[src/rtl/sar_search_ctrl.sv]
// Successive-approximation search controller: drives a trial operand into an external
// magnitude comparator and binary-searches MSB-first for the hidden target.
module sar_search_ctrl #(
   parameter int WIDTH = 8
) (
   input  logic             clk,
   input  logic             rst_n,
   input  logic             start,
   input  logic             cmp_aeb,
   input  logic             cmp_agb,
   input  logic             cmp_alb,
   output logic [WIDTH-1:0] guess,
   output logic             busy,
   output logic             done,
   output logic [WIDTH-1:0] result,
   output logic             found,
   output logic             err,
   output logic [1:0]       state_dbg
);

   localparam int IW = (WIDTH > 1) ? $clog2(WIDTH) : 1;

   localparam logic [1:0] IDLE   = 2'd0;
   localparam logic [1:0] SEARCH = 2'd1;
   localparam logic [1:0] DONE   = 2'd2;

   localparam logic [WIDTH-1:0] ONE = WIDTH'(1);
   localparam logic [WIDTH-1:0] MSB = ONE << (WIDTH - 1);

   logic [1:0]       state;
   logic [WIDTH-1:0] acc;
   logic [IW-1:0]    idx;

   logic [2:0]       flags;
   logic             one_hot;
   logic [WIDTH-1:0] bit_mask;
   logic [WIDTH-1:0] acc_upd;

   // Handshake: start is a level sampled only in IDLE; done is a one-cycle pulse and
   // result/found/err are valid from that cycle until the next accepted start.
   always_comb begin
      flags    = {cmp_aeb, cmp_agb, cmp_alb};
      one_hot  = (flags == 3'b100) || (flags == 3'b010) || (flags == 3'b001);
      bit_mask = ONE << idx;
      acc_upd  = cmp_alb ? (acc | bit_mask) : acc;
   end

   assign busy      = (state == SEARCH);
   assign done      = (state == DONE);
   assign state_dbg = state;

   always_ff @(posedge clk) begin
      if (!rst_n) begin
         state  <= IDLE;
         acc    <= '0;
         idx    <= IW'(WIDTH - 1);
         guess  <= '0;
         result <= '0;
         found  <= 1'b0;
         err    <= 1'b0;
      end else begin
         case (state)
            IDLE: begin
               if (start) begin
                  acc   <= '0;
                  idx   <= IW'(WIDTH - 1);
                  found <= 1'b0;
                  err   <= 1'b0;
                  guess <= MSB;
                  state <= SEARCH;
               end
            end
            SEARCH: begin
               if (!one_hot) begin
                  // Comparator disagreed with itself: abort with the bits settled so far.
                  err    <= 1'b1;
                  found  <= 1'b0;
                  result <= acc;
                  guess  <= '0;
                  state  <= DONE;
               end else if (cmp_aeb) begin
                  result <= guess;
                  found  <= 1'b1;
                  guess  <= '0;
                  state  <= DONE;
               end else if (idx == '0) begin
                  acc    <= acc_upd;
                  result <= acc_upd;
                  found  <= 1'b0;
                  guess  <= '0;
                  state  <= DONE;
               end else begin
                  acc   <= acc_upd;
                  idx   <= idx - 1'b1;
                  guess <= acc_upd | (bit_mask >> 1);
               end
            end
            DONE: begin
               state <= IDLE;
            end
            default: begin
               state <= IDLE;
            end
         endcase
      end
   end

endmodule
[config.mk]
export PLATFORM = sky130hd
export DESIGN_NAME = sar_search_ctrl
export DESIGN_NICKNAME = d
export VERILOG_FILES = /design/src/rtl/sar_search_ctrl.sv
export SDC_FILE = /design/constraint.sdc
export NUM_CORES = 1
export LEC_CHECK = 0
export BUFFER_PORTS_ARGS = -buffer_cell sky130_fd_sc_hd__buf_2
export CAP_MARGIN = 20
export CORE_UTILIZATION = 40
export CTS_BUF_LIST = sky130_fd_sc_hd__clkbuf_8
export CTS_CLUSTER_SIZE = 8
export DETAILED_ROUTE_END_ITERATION = 8
export PLACE_DENSITY = 0.61
export SETUP_SLACK_MARGIN = 0.02
export SLEW_MARGIN = 20
export SYNTH_ARGS = -nofsm -noshare
export SYNTH_HDL_FRONTEND = slang
export SYNTH_SLANG_ARGS = --single-unit
[constraint.sdc]
create_clock -name clk -period 1.58 [get_ports clk]
set_input_delay 0.158 -clock clk [delete_from_list [all_inputs] [get_ports clk]]
set_output_delay 0.158 -clock clk [all_outputs]
set_load 0.05 [all_outputs]
==> flow_summary.yaml <==
power_and_ir_drop:
  p_seq_share_pct: 48.2
  p_sw_uw: 506
  ir_drop_v: 0.000349
  p_int_mw: 1.19
  power.density_nw_per_um2: 870
  switching_share_pct: 29.8
  pwr-share-comb_pct: 17.7
  p_total_mw: 1.70
  leakage_nw: 0.776
  power.share.clock_pct: 34.1
cells_and_area:
  area_growth_pct: 28.3
  drive_gt1_share_pct: 36.0
  antennaDiodeCount: 0
  num-nets-final: 221
  fin_area_um2: 1950
clock_tree:
  hold_buffers: 0
  tritoncts: "built"
  ctsHtreeMaxLevel: 2
  cts_buffers: 5
  clk_latency_ns: 0.29
  cts.path.max_buffers: 2
  clock-sinks: 31
  root_buffer: "clkbuf_8"
  clk_pin_slew_worst_paths_ns: 0.06
routing:
  viasPerCell: 5.43
  dr.first_iter.drc_count: 91
  drt_first_pass_iters: 4
  ant_nets: 0
  wl_per_cell_um: 14.9
  drc: 0
  vias: 1407
  wl_mm: 3.87
timing:
  hold_viol_final: 0
  slew_headroom_pct: 53.4
  fin_crit_sh_pct: 98.4
  finClkSkew_ns: 0.00625
  fin_crit_ns: 1.55
  rsz0062_at_grt: "true"
  slew_viol_final: 0
  worstMarginPinSlew_ns: 0.698
  max_freq_mhz: 643
  final-setup-viol-count: 0
synth:
  seq_area_frac_synth_pct: 40.8
  synth_area_leaders: "dfxtp_1 41%, o21ai_0 4.6%, a21oi_1 4.3%, a31oi_1 4.1%, ha_1 4.1%"
  yosys_warnings: 0
  synth_top_area_share_pct: 40.8
  ys_types: 36
  synth_most_common_cell: "dfxtp_1"
  syn_inst: 173
  async_reset_ff_share_pct: 0
  synth-main-ff-cell: "dfxtp_1"
  synth.largest_area_cell: "dfxtp_1"
  yosys-top-cells-count: "31 x dfxtp_1, 15 x nor2_1, 14 x o21ai_0, 13 x a21oi_1"
  syn_area_um2: 1520
  syn_area_per_cell_um2: 8.80
  synth_edf_count: 0
  yosys_register_bits: 31
  syn_nets: 184
global_routing:
  grt_max_degree: 18
  overflow: 0
  grt_first_pass_wirelength_mm: 6.60
  use_met2_pct: 34.4
  grt_use_met3_pct: 5.25
  grt_pass1_vias: 1405
  grt_busiest_layer: "met2"
  antenna_found_initial: 0
  track_usage_pct: 21.5
  use_met1_pct: 27.0
hold_path:
  hold_path_depth: 2
  hold_class: "in -> reg"
worst_setup_path:
  worstRegToRegCells: 6
  cp.required_ns: 1.80
  crit_path_max_fanout: 5
  start_kind: "flip-flop"
  crit_type: "reg -> reg"
  worstPathArrival_ns: 1.77
  critPathCaptureType: "flip-flop"
job:
  drv_cap: 0
die:
  initial_core_util_pct: 41.6
  die_area_um2: 4060
  io_pins: 28
  die_h_um: 63.7
  dieWidth_um: 63.7
  design.core.area_um2: 3660
  rows: 22
outcome:
  status: "finished, final reports clean"
placed_design:
  dp_hpwl_mm: 2.88
  place_congestion: 0.827
  place_area_um2: 1820
  port_buffers: 27
## timing repair
| action | CTS | global route |
|---|---|---|
| buffers inserted | 0 | 0 |
| endpoints found under the hold margin | 0 | 0 |
| pin swaps | 2 | 1 |
| setup endpoints to repair | 5 | 8 |
| gates resized for setup | 11 | 6 |
## path summary, 6_finish.rpt
kind                           from  slack, ns                      to
max             idx[0]$_SDFFE_PN1P_       0.03     idx[1]$_SDFFE_PN1P_
min                           rst_n       0.16     idx[1]$_SDFFE_PN1P_
max reg2reg     idx[0]$_SDFFE_PN1P_       0.03     idx[1]$_SDFFE_PN1P_
min reg2reg  result[3]$_SDFFE_PN0P_       0.47  result[3]$_SDFFE_PN0P_
## flip-flops by register name, summed over array words and instances, names as in the netlist
register / flops
acc: 8
guess: 8
result: 8
idx: 3
state_dbg: 2
err: 1
found: 1
## metrics by stage
stage	setup TNS [ns]	cells	util, %	hold WS, ns	worst slack (ns)
2_1_floorplan	0	173	-	0.374	0.00105
3_3_place_gp	0	251	49.6	0.438	0.0351
3_5_place_dp	-0.0491	251	49.6	0.446	-0.0331
4_1_cts	0	259	52.9	0.142	0.0215
5_1_grt	-0.126	259	53.4	0.167	-0.0454
6_report	0	259	53.4	0.155	0.0258
## power groups by stage
stage,Sequential (mW),Combinational (mW),Clock [mW]
finish,0.819,0.301,0.580
global placement,0.835,0.287,0
global route,0.821,0.321,0.635
detailed placement,0.837,0.290,0
CTS,0.818,0.296,0.594
floorplan,0.880,0.167,0
## cells in the final DEF, fill, tap and decap left out, types with 4 or more instances in the layout
cell and n:
a21oi_1 12, a31oi_1 10, buf_2 27, buf_4 11, clkbuf_8 5, dfxtp_1 26, dfxtp_4 4, inv_1 6
nand2_1 9, nand3_1 10, nor2_1 15, nor2b_1 6, o21ai_0 13, o31ai_1 7
## metal layers
metal | share of wire, % | wire length, um
met5 | 0 | 0
met4 | 2.0 | 79
met3 | 3.4 | 133
met2 | 46 | 1800
met1 | 48 | 1860
## area by class of cell
type                            count  area (um2)
Inverter                            7        32.5
Tap cell                           48        60.1
Multi-Input combinational cell    126         906
Fill cell                         354        1710
Clock inverter                      3        12.5
Timing Repair Buffer               39         238
Clock buffer                        5        68.8
Sequential cell                    31         637
## critical path, stage by stage, from the launching register on
cell and delay, ns:
dfxtp_4 0.40, inv_4 0.05, ha_4 0.15, nor2b_4 0.14, or4_4 0.45, and3_4 0.20, o21ai_2 0.10
## cells by family (layout without fill, tap and decap cells)
| logic type | after synthesis | count (layout) | synth area share, % |
|---|---|---|---|
| xor+xnor | 1 | 1 | 1.07 |
| buf+inv | 16 | 54 | 4.19 |
| compound gates | 63 | 63 | 28.3 |
| simple gates | 56 | 56 | 21.0 |
| mux | 1 | 1 | 0.657 |
| fa+ha+maj | 5 | 5 | 4.11 |
| flops | 31 | 31 | 40.8 |
Note: power is estimated with default switching activity, not from simulation.
